<file path="config.mk">
export PLATFORM = sky130hd
export DESIGN_NAME = sm_mcu_cpu_oci_trace_monitor_flat
export DESIGN_NICKNAME = d
export VERILOG_FILES = /design/src/rtl/sm_mcu_cpu_oci_trace_monitor_pkg.sv /design/src/rtl/sm_mcu_cpu_oci_trace_monitor_if.sv /design/src/rtl/sm_mcu_oci_trace_ram.sv /design/src/rtl/sm_mcu_cpu_oci_trace_monitor.sv /design/src/flat_wrapper.sv
export SDC_FILE = /design/constraint.sdc
export NUM_CORES = 1
export LEC_CHECK = 0
export CAP_MARGIN = 15
export CORE_ASPECT_RATIO = 0.9
export CORE_MARGIN = 8
export CORE_UTILIZATION = 60
export CTS_BUF_LIST = sky130_fd_sc_hd__clkbuf_16
export DETAILED_ROUTE_END_ITERATION = 6
export PLACE_DENSITY = 0.79
export SYNTH_ARGS = -nofsm -noshare
export SYNTH_HDL_FRONTEND = slang
export SYNTH_SLANG_ARGS = --single-unit
</file>
<file path="constraint.sdc">
create_clock -name clk -period 4.25 [get_ports clk]
set_input_delay 1.0625 -clock clk [delete_from_list [all_inputs] [get_ports clk]]
set_output_delay 1.0625 -clock clk [all_outputs]
set_load 0.01 [all_outputs]
</file>
<file path="src/rtl/sm_mcu_cpu_oci_trace_monitor_pkg.sv">
// Shared constants for the OCI trace capture monitor: FSM state encodings and
// overflow-mode selectors.
package sm_mcu_cpu_oci_trace_monitor_pkg;

    typedef enum logic [1:0] {
        ST_CAPTURE = 2'd0,
        ST_DRAIN   = 2'd1,
        ST_DONE    = 2'd2
    } trace_state_e;

    localparam int OVF_OVERWRITE = 0;
    localparam int OVF_STOP      = 1;

endpackage

</file>
<file path="src/rtl/sm_mcu_cpu_oci_trace_monitor_if.sv">
// Trace capture stream (producer -> monitor) plus first-word-fall-through read
// port (monitor -> consumer).
interface sm_mcu_cpu_oci_trace_monitor_if #(
    parameter int DATA_W = 30,
    parameter int CNT_W  = 4
) ();
    logic                    dct_valid;
    logic [DATA_W-1:0]       dct_buffer;
    logic [CNT_W-1:0]        dct_count;
    logic                    rd_valid;
    logic                    rd_ready;
    logic [CNT_W+DATA_W-1:0] rd_data;

    modport master (
        output dct_valid, dct_buffer, dct_count, rd_ready,
        input  rd_valid, rd_data
    );

    modport slave (
        input  dct_valid, dct_buffer, dct_count, rd_ready,
        output rd_valid, rd_data
    );
endinterface

</file>
<file path="src/rtl/sm_mcu_oci_trace_ram.sv">
// Simple dual-port trace store: synchronous write, asynchronous read, no reset
// on the array.
module sm_mcu_oci_trace_ram #(
    parameter int DEPTH = 16,
    parameter int WIDTH = 34
) (
    input  logic                     clk,
    input  logic                     we,
    input  logic [$clog2(DEPTH)-1:0] waddr,
    input  logic [WIDTH-1:0]         wdata,
    input  logic [$clog2(DEPTH)-1:0] raddr,
    output logic [WIDTH-1:0]         rdata
);

    logic [WIDTH-1:0] mem [DEPTH];

    always_ff @(posedge clk) begin
        if (we) begin
            mem[waddr] <= wdata;
        end
    end

    assign rdata = mem[raddr];

endmodule

</file>
<file path="src/rtl/sm_mcu_cpu_oci_trace_monitor.sv">
// Capture monitor for the OCI debug-capture-trace stream: circular buffer with
// FWFT read port, overflow/drop tracking and end-of-test drain sequencing.
module sm_mcu_cpu_oci_trace_monitor
    import sm_mcu_cpu_oci_trace_monitor_pkg::*;
#(
    parameter int DATA_W       = 30,
    parameter int CNT_W        = 4,
    parameter int DEPTH        = 16,
    parameter int STOP_ON_FULL = 0,
    parameter int DROP_W       = 8
) (
    input  logic                     clk,
    input  logic                     reset_n,
    sm_mcu_cpu_oci_trace_monitor_if.slave trace,
    input  logic                     test_ending,
    input  logic                     test_has_ended,
    output logic [$clog2(DEPTH):0]   level,
    output logic                     overflow,
    output logic [DROP_W-1:0]        drop_count,
    output logic [1:0]               state,
    output logic                     done
);

    localparam int PTR_W = $clog2(DEPTH);
    localparam int LVL_W = PTR_W + 1;
    localparam int WORD_W = CNT_W + DATA_W;
    localparam bit STOP_MODE = (STOP_ON_FULL == OVF_STOP);

    trace_state_e      state_reg;
    logic [PTR_W-1:0]  wr_ptr_reg;
    logic [PTR_W-1:0]  rd_ptr_reg;
    logic [LVL_W-1:0]  level_reg;
    logic [LVL_W-1:0]  level_next;
    logic              overflow_reg;
    logic [DROP_W-1:0] drop_reg;
    logic              done_reg;

    logic              wr;
    logic              pop;
    logic              full;
    logic              lost;
    logic              mem_we;
    logic              rd_adv;
    logic [WORD_W-1:0] ram_rdata;

    assign full = (level_reg == LVL_W'(DEPTH));
    assign wr   = trace.dct_valid && (trace.dct_count != '0) && (state_reg == ST_CAPTURE);
    assign pop  = trace.rd_valid && trace.rd_ready;

    // A write into a full buffer with no concurrent pop loses a word: either the
    // new one (stop mode) or the oldest one, which the read pointer skips past.
    assign lost   = wr && full && !pop;
    assign mem_we = wr && !(lost && STOP_MODE);
    assign rd_adv = pop || (lost && !STOP_MODE);

    always_comb begin
        level_next = level_reg;
        if (mem_we && !pop && !full) begin
            level_next = level_reg + LVL_W'(1);
        end else if (pop && !mem_we) begin
            level_next = level_reg - LVL_W'(1);
        end
    end

    sm_mcu_oci_trace_ram #(
        .DEPTH (DEPTH),
        .WIDTH (WORD_W)
    ) u_ram (
        .clk   (clk),
        .we    (mem_we),
        .waddr (wr_ptr_reg),
        .wdata ({trace.dct_count, trace.dct_buffer}),
        .raddr (rd_ptr_reg),
        .rdata (ram_rdata)
    );

    always_ff @(posedge clk or negedge reset_n) begin
        if (!reset_n) begin
            wr_ptr_reg   <= '0;
            rd_ptr_reg   <= '0;
            level_reg    <= '0;
            overflow_reg <= 1'b0;
            drop_reg     <= '0;
        end else begin
            if (mem_we) begin
                wr_ptr_reg <= wr_ptr_reg + PTR_W'(1);
            end
            if (rd_adv) begin
                rd_ptr_reg <= rd_ptr_reg + PTR_W'(1);
            end
            level_reg <= level_next;
            if (lost) begin
                overflow_reg <= 1'b1;
                if (drop_reg != '1) begin
                    drop_reg <= drop_reg + DROP_W'(1);
                end
            end
        end
    end

    // DONE is judged on the post-pop level so the final pop and the transition
    // land in the same cycle.
    always_ff @(posedge clk or negedge reset_n) begin
        if (!reset_n) begin
            state_reg <= ST_CAPTURE;
            done_reg  <= 1'b0;
        end else begin
            case (state_reg)
                ST_CAPTURE: begin
                    if (test_ending || test_has_ended) begin
                        state_reg <= ST_DRAIN;
                    end
                end
                ST_DRAIN: begin
                    if (test_has_ended && (level_next == '0)) begin
                        state_reg <= ST_DONE;
                        done_reg  <= 1'b1;
                    end
                end
                ST_DONE: begin
                    done_reg <= 1'b1;
                end
                default: begin
                    state_reg <= ST_CAPTURE;
                end
            endcase
        end
    end

    assign trace.rd_valid = (level_reg != '0);
    assign trace.rd_data  = trace.rd_valid ? ram_rdata : '0;
    assign level          = level_reg;
    assign overflow       = overflow_reg;
    assign drop_count     = drop_reg;
    assign state          = state_reg;
    assign done           = done_reg;

endmodule
</file>
<file path="src/flat_wrapper.sv">
// flat-port wrapper written by rule: the top's interface ports become plain ports
module sm_mcu_cpu_oci_trace_monitor_flat import sm_mcu_cpu_oci_trace_monitor_pkg::*;
#(
    parameter int DATA_W       = 30,
    parameter int CNT_W        = 4,
    parameter int DEPTH        = 16,
    parameter int STOP_ON_FULL = 0,
    parameter int DROP_W       = 8
)
  (clk, reset_n, test_ending, test_has_ended, level, overflow, drop_count, state, done, trace_dct_valid, trace_dct_buffer, trace_dct_count, trace_rd_ready, trace_rd_valid, trace_rd_data);
  sm_mcu_cpu_oci_trace_monitor_if #(.DATA_W(DATA_W), .CNT_W(CNT_W)) trace_i ();
  input  logic clk;
  input  logic reset_n;
  input  logic test_ending;
  input  logic test_has_ended;
  output logic [$clog2(DEPTH):0] level;
  output logic overflow;
  output logic [DROP_W-1:0] drop_count;
  output logic [1:0] state;
  output logic done;
  input wire logic [$bits(trace_i.dct_valid)-1:0] trace_dct_valid;
  input wire logic [$bits(trace_i.dct_buffer)-1:0] trace_dct_buffer;
  input wire logic [$bits(trace_i.dct_count)-1:0] trace_dct_count;
  input wire logic [$bits(trace_i.rd_ready)-1:0] trace_rd_ready;
  output wire logic [$bits(trace_i.rd_valid)-1:0] trace_rd_valid;
  output wire logic [$bits(trace_i.rd_data)-1:0] trace_rd_data;
  assign trace_i.dct_valid = trace_dct_valid;
  assign trace_i.dct_buffer = trace_dct_buffer;
  assign trace_i.dct_count = trace_dct_count;
  assign trace_i.rd_ready = trace_rd_ready;
  assign trace_rd_valid = trace_i.rd_valid;
  assign trace_rd_data = trace_i.rd_data;
  sm_mcu_cpu_oci_trace_monitor #(.DATA_W(DATA_W), .CNT_W(CNT_W), .DEPTH(DEPTH), .STOP_ON_FULL(STOP_ON_FULL), .DROP_W(DROP_W)) u_core (.clk(clk), .reset_n(reset_n), .trace(trace_i), .test_ending(test_ending), .test_has_ended(test_has_ended), .level(level), .overflow(overflow), .drop_count(drop_count), .state(state), .done(done));
endmodule
</file>
==> results of run 1 <==
==> power groups by stage <==
stage / combinational (uW) / clock, uW / sequential (uW)
finish: 4960 / 4340 / 6350
global route: 5250 / 4580 / 6350
CTS: 4920 / 4380 / 6330
detailed placement: 4660 / 0 / 6450
global placement: 4600 / 0 / 6440
floorplan: 3010 / 0 / 6350
==> metal layers <==
metal | global-route usage | routed length (microns) | part of all wire
met1 | 0.309 | 19200 | 0.38
met2 | 0.377 | 25800 | 0.52
met3 | 0.0374 | 3740 | 0.075
met4 | 0.0614 | 1160 | 0.023
met5 | 0 | 27 | 0.00054
==> what timing repair did <==
action	4_1_cts	5_1_grt
pin swaps	0	0
gates cloned	3	3
resized for setup	7	8
setup endpoints to repair	12	25
buffers inserted	3	0
==> metrics by stage <==
stage               cell area, sq um  cells   TNS, ns  worst slack [ns]  power [uW]
floorplan                      22000    936         0             0.695        9360
global placement               23800   1489         0             0.379       11000
detailed placement             23800   1489         0             0.314       11100
CTS                            25600   1589  -0.00615          -0.00283       15600
global route                   25700   1593    -0.593           -0.0737       16200
finish                         25700   1593  -0.00788          -0.00788       15600
==> cells in the mapped netlist <==
library cell  number  area share
or4_4              1     0.00051
or2_2              1     0.00028
nand2_1           13      0.0022
o211ai_1           3      0.0010
edfxtp_1         544        0.74
a21oi_1            1     0.00023
o311a_1            1     0.00045
or2_0              1     0.00028
and4_1             4      0.0016
xor2_1             5      0.0020
nand4b_1           2     0.00080
mux2_2             3      0.0015
a32oi_1            1     0.00040
nor3b_1            1     0.00034
nor2_1             6      0.0010
buf_6              1     0.00051
mux2i_1            3      0.0014
xnor2_1           11      0.0044
and2_1            42       0.012
or3b_1             1     0.00040
nor4_2             2      0.0011
ha_1               8      0.0045
a311o_1            1     0.00045
a221o_1            1     0.00045
nand4_1            5      0.0014
mux4_2           170        0.17
o31ai_1            2     0.00068
buf_2              6      0.0014
and3_1             5      0.0014
o211a_1            1     0.00045
nand3_1            4     0.00091
nor3_1             3     0.00068
a31o_2             1     0.00040
buf_1             14      0.0024
inv_1              8      0.0014
or4b_1             1     0.00045
o21ai_0            3     0.00068
clkbuf_1          29      0.0049
o21ai_1            2     0.00045
dfrtp_1           25       0.028
==> final cells by class <==
| cell class | count | area [sq um] |
|---|---|---|
| well taps | 476 | 596 |
| repair buffers | 136 | 1650 |
| multi-input cells | 309 | 4840 |
| clock inverters | 39 | 195 |
| clock buffers | 55 | 1380 |
| fillers | 2056 | 10500 |
| flip-flops and latches | 569 | 17000 |
| inverters | 8 | 30.0 |
| diodes | 1 | 2.50 |
==> path summary, 6_finish.rpt <==
| check | from | endpoint | slack, ns | depth (start not counted) |
|---|---|---|---|---|
| setup / recovery | u_core.rd_ptr_reg[0]$_DFFE_PN0P_ | trace_rd_data[31] | -0.008 | 6 |
| hold / removal | u_core.overflow$_DFFE_PN0P_ | u_core.overflow$_DFFE_PN0P_ | 0.47 | 2 |
| setup reg to reg | u_core.level[0]$_DFF_PN0_ | u_core.state[0]$_DFFE_PN0P_ | 1.24 | 9 |
| hold reg to reg | u_core.overflow$_DFFE_PN0P_ | u_core.overflow$_DFFE_PN0P_ | 0.47 | 2 |
| max in group asynchronous | reset_n | u_core.rd_ptr_reg[0]$_DFFE_PN0P_ | 3.08 | 2 |
| min in group asynchronous | reset_n | u_core.done$_DFFE_PN0P_ | 0.88 | 2 |
==> cells by family after synthesis <==
group / count (synthesis) / share of synthesized area
adders and majority gates: 8 / 0.00455
muxes: 176 / 0.177
buffers and inverters: 58 / 0.0106
AOI/OAI and AO/OA: 17 / 0.00568
DFF: 569 / 0.771
and+or+nand+nor: 92 / 0.0254
xor gates and xnor gates: 16 / 0.00637
==> critical path: stages (launching register included) <==
cell             delay, ns
dfrtp_4               0.54
buf_4                 0.21
clkbuf_16             0.21
mux4_2                0.55
mux4_2                0.45
and2_1                0.17
clkdlybuf4s50_1       0.49
==> impl_metrics.tcl, run 1 <==
set metrics [dict create \
    outcome "finished with violations" \
    violations "negative setup slack" \
    worstPathMaxFanout 12 \
    clk_latency_ns 0.58 \
    ant_nets 0 \
    syn_area_per_cell_sq_um 23.5 \
    drtPass1Iterations 6 \
    power.density_mw_per_mm2 610 \
    synthToLayoutAreaGrowth_pct 16.6 \
    intPower_uw 11400 \
    path_clk_slew_ns 0.06 \
    synth_area_sq_mm 0.0220 \
    nNetsFinal 1125 \
    start_kind "flop" \
    leakage_uw 0.00828 \
    clockBufferDepth 3 \
    setup_ws_ns -0.00788 \
    layout_common_cells "edfxtp_1, mux4_2, clkdlybuf4s50_1" \
    yosysWarnings 0 \
    syn-num-nets 984 \
    switching_share 0.272 \
    p_sw_uw 4260 \
    finalCritPeriodShare 1.00 \
    grt_start_max_net_pins 54 \
    final_common_cell "edfxtp_1" \
    max_freq_mhz 235 \
    synth_cell_types 40 \
    drive_gt1_frac 0.280 \
    num_io_pins 92 \
    peakVddDrop_mv 0.392 \
    grt_pass1_wl_microns 71100 \
    h-tree-depth 2 \
    largest_reg_flops 544 \
    finalMaxSlewViolations 0 \
    die_area_sq_mm 0.0431 \
    start_util 0.609 \
    rows 66 \
    synth-seq-cells 569 \
    core_sq_mm 0.0362 \
    rsz0062_at_grt "true" \
    fp.dieW_microns 218 \
    p_seq_frac 0.406 \
    period_needed_ns 4.26 \
    hold_viol_final 0 \
    antenna_found_initial 3 \
    crit_type "flop to primary output" \
    required_ns 3.19 \
    gr-total-overflow 0 \
    dp_hpwl_microns 25400 \
    holdWs_ns 0.473 \
    ys_seq_area_frac 0.771 \
    post-route-util 0.709 \
    drt_wl_total_microns 50000 \
    vias_per_cell 6.61 \
    finalSetupViolCount 1 \
    gr-usage-all-layers 0.225 \
    cts_buffers 53 \
    wl_per_cell_microns 31.4 \
    fin_skew_ns 0.0185 \
    hold_buffers 0 \
    cts_root_buf "clkbuf_16" \
    drc 0 \
    critPathCaptureType "primary output" \
    arrival_ns 3.20 \
    vias 10500 \
    port_buffers 91 \
    die_y_microns 198 \
    worstMarginPinSlew_ns 1.05 \
    combinationalPowerShare 0.317 \
    drt_iter0_markers 1339 \
    routabilityCongestion 0.778 \
    drv_cap 0 \
    p_clk_frac 0.277 \
    cts_tree "done" \
    clock_sinks 569 \
    grt_pass1_vias 10800 \
    hold_class "flop to flop" \
    slew_headroom 0.299 \
    syn_inst 936 \
]
Power figures use the tool's default switching activity.
==> inputs of run 2 (changes only) <==
- CAP_MARGIN: 15 -> not set
- CORE_MARGIN: 8 -> not set
==> run 2 against run 1 <==
Net effect:
- maximum frequency rose by 1.1%
- critical endpoint is now trace_rd_data[16]
- largest power group unchanged
- the run now ends clean
- clock skew fell by 0.0074 ns
- total power rose by 0.92%
- die area fell by 13%
==> impl_metrics.tcl, run 2 (synthesis results as in run 1) <==
set metrics [dict create \
    outcome "completed" \
    crit_type "flop to primary output" \
    p_total_uw 15800 \
    wl_per_cell_microns 29.7 \
    grt_pass1_vias 10800 \
    reg2regPathDepth 9 \
    vias 10500 \
    startpoint "u_core.rd_ptr_reg[0]$_DFFE_PN0P_" \
    cp_top_family "multiplexers" \
    synthToLayoutAreaGrowth_pct 17.6 \
    start_util 0.609 \
    peakVddDrop_mv 0.460 \
    cts_tree "done" \
    path_clk_slew_ns 0.06 \
    hold_viol_final 0 \
    slew_headroom 0.390 \
    whs_path_depth 2 \
    max_stage_delay_ns 0.54 \
    rsz0062_at_grt "true" \
    cp_slowest_cell "mux4_2" \
    rows 66 \
    holdWs_ns 0.492 \
    start_kind "flop" \
    hold_class "flop to flop" \
    routabilityCongestion 0.810 \
    design_area_sq_mm 0.0259 \
    dpl_cell_area_sq_mm 0.0239 \
    power.density_mw_per_mm2 610 \
    port_buffers 91 \
    reg2reg_to "u_core.state[0]$_DFFE_PN0P_" \
    fin_skew_ns 0.0110 \
    grt_pass1_wl_microns 69400 \
    cts_buffers 54 \
    core_sq_mm 0.0362 \
    final_common_cell "edfxtp_1" \
    die_area_sq_mm 0.0375 \
    clockBufferDepth 3 \
    path_cells "buf_16, buf_16, mux4_2, mux4_2, and2_1, clkdlybuf4s50_1" \
    drt_iter0_markers 1008 \
    max_freq_mhz 237 \
    drv_cap 0 \
    min_from "u_core.overflow$_DFFE_PN0P_" \
    num_io_pins 92 \
    drt_wl_total_microns 47900 \
    clock_sinks 569 \
    leakage_uw 0.00846 \
    r2r-start "u_core.level[0]$_DFF_PN0_" \
    antenna_found_initial 2 \
    vias_per_cell 6.50 \
    finalMaxSlewViolations 0 \
    hold_end "u_core.overflow$_DFFE_PN0P_" \
    gr-total-overflow 0 \
    dp_hpwl_microns 23900 \
    finalCritPeriodShare 0.991 \
    nNetsFinal 1139 \
    hold_buffers 0 \
    period_needed_ns 4.21 \
    critPathCaptureType "primary output" \
    cts_root_buf "clkbuf_16" \
    layout_common_cells "edfxtp_1, mux4_2, clkdlybuf4s50_1" \
    finalSetupViolCount 0 \
    gr-usage-all-layers 0.262 \
    clk_latency_ns 0.58 \
    arrival_ns 3.15 \
    drive_gt1_frac 0.294 \
    reg2reg_slack_ns 1.27 \
    drtPass1Iterations 5 \
    crit_buf_inv 3 \
    worstMarginPinSlew_ns 0.912 \
    grt_start_max_net_pins 44 \
    required_ns 3.19 \
    drc 0 \
    h-tree-depth 2 \
    die_y_microns 184 \
    worstPathMaxFanout 12 \
    fp.dieW_microns 204 \
    largest_reg_flops 544 \
    ant_nets 0 \
]
run 2: cell count changes in the layout (fill, tap and decap cells not counted), sizes merged, moves of 4 or more:
cell           previous run  this run
buf                      41        56
clkdlybuf4s50            83        75
clkinv                   23        27
dlymetal6s2s              5        10
run 2: how the worst max path moves through the flow:
stage | to | slack, ns | cells after the start
after global placement | u_core.state[0]$_DFFE_PN0P_ | 0.42 | 7
after global routing | trace_rd_data[23] | -0.02 | 6
final | trace_rd_data[16] | 0.04 | 6
after CTS | trace_rd_data[11] | 0.002 | 5
after detailed placement | u_core.state[0]$_DFFE_PN0P_ | 0.33 | 7
after floorplan | u_core.u_ram.mem[4][0]$_DFFE_PP_ | 0.69 | 7
run 2: layout make-up:
| cell class | count | area, sq um |
|---|---|---|
| Multi-Input combinational cell | 309 | 4840 |
| Timing Repair Buffer | 149 | 1770 |
| Fill cell | 2065 | 10300 |
| Inverter | 8 | 30.0 |
| Clock buffer | 54 | 1350 |
| Tap cell | 476 | 596 |
| Sequential cell | 569 | 17000 |
| Clock inverter | 45 | 327 |
| Antenna cell | 3 | 7.51 |
run 2: routing by layer:
metal  vias to the layer above  share of wire  GRT usage
met5                         -              0          0
met3                        86          0.057     0.0390
met4                         0          0.026     0.0881
met1                      5671           0.39      0.350
met2                       448           0.53      0.447
li1                       4285              -          -
run 2: timing repair:
item                                    in CTS  in global routing
endpoints found under the setup margin      31                 25
cloned                                       1                  1
buffers inserted                            10                  5
resized for setup                           12                 15
run 2: worst min-delay path, cell delays in order (launching register included):
cell and delay [ns]:
dfrtp_1 0.35, inv_1 0.04, o31ai_1 0.06
run 2: stage by stage:
step / std cells / TNS, ns / util / setup slack, ns
2_1_floorplan: 936 / 0 / - / 0.695
3_3_place_gp: 1494 / 0 / 0.662 / 0.418
3_5_place_dp: 1494 / 0 / 0.662 / 0.325
4_1_cts: 1604 / 0 / 0.713 / 0.00244
5_1_grt: 1612 / -0.0234 / 0.716 / -0.0152
6_report: 1613 / 0 / 0.716 / 0.0387
run 2: report_power, final:
| group | switching [uW] | internal (uW) |
|---|---|---|
| logic | 2080 | 2840 |
| clock network | 2000 | 2550 |
| registers | 124 | 6190 |
| total | 4200 | 11600 |
==> inputs of run 3 (changes only) <==
- SLEW_MARGIN: not set -> 20
==> results of run 3 <==
The final DEF is identical to that of run 2; final timing and power are the same.
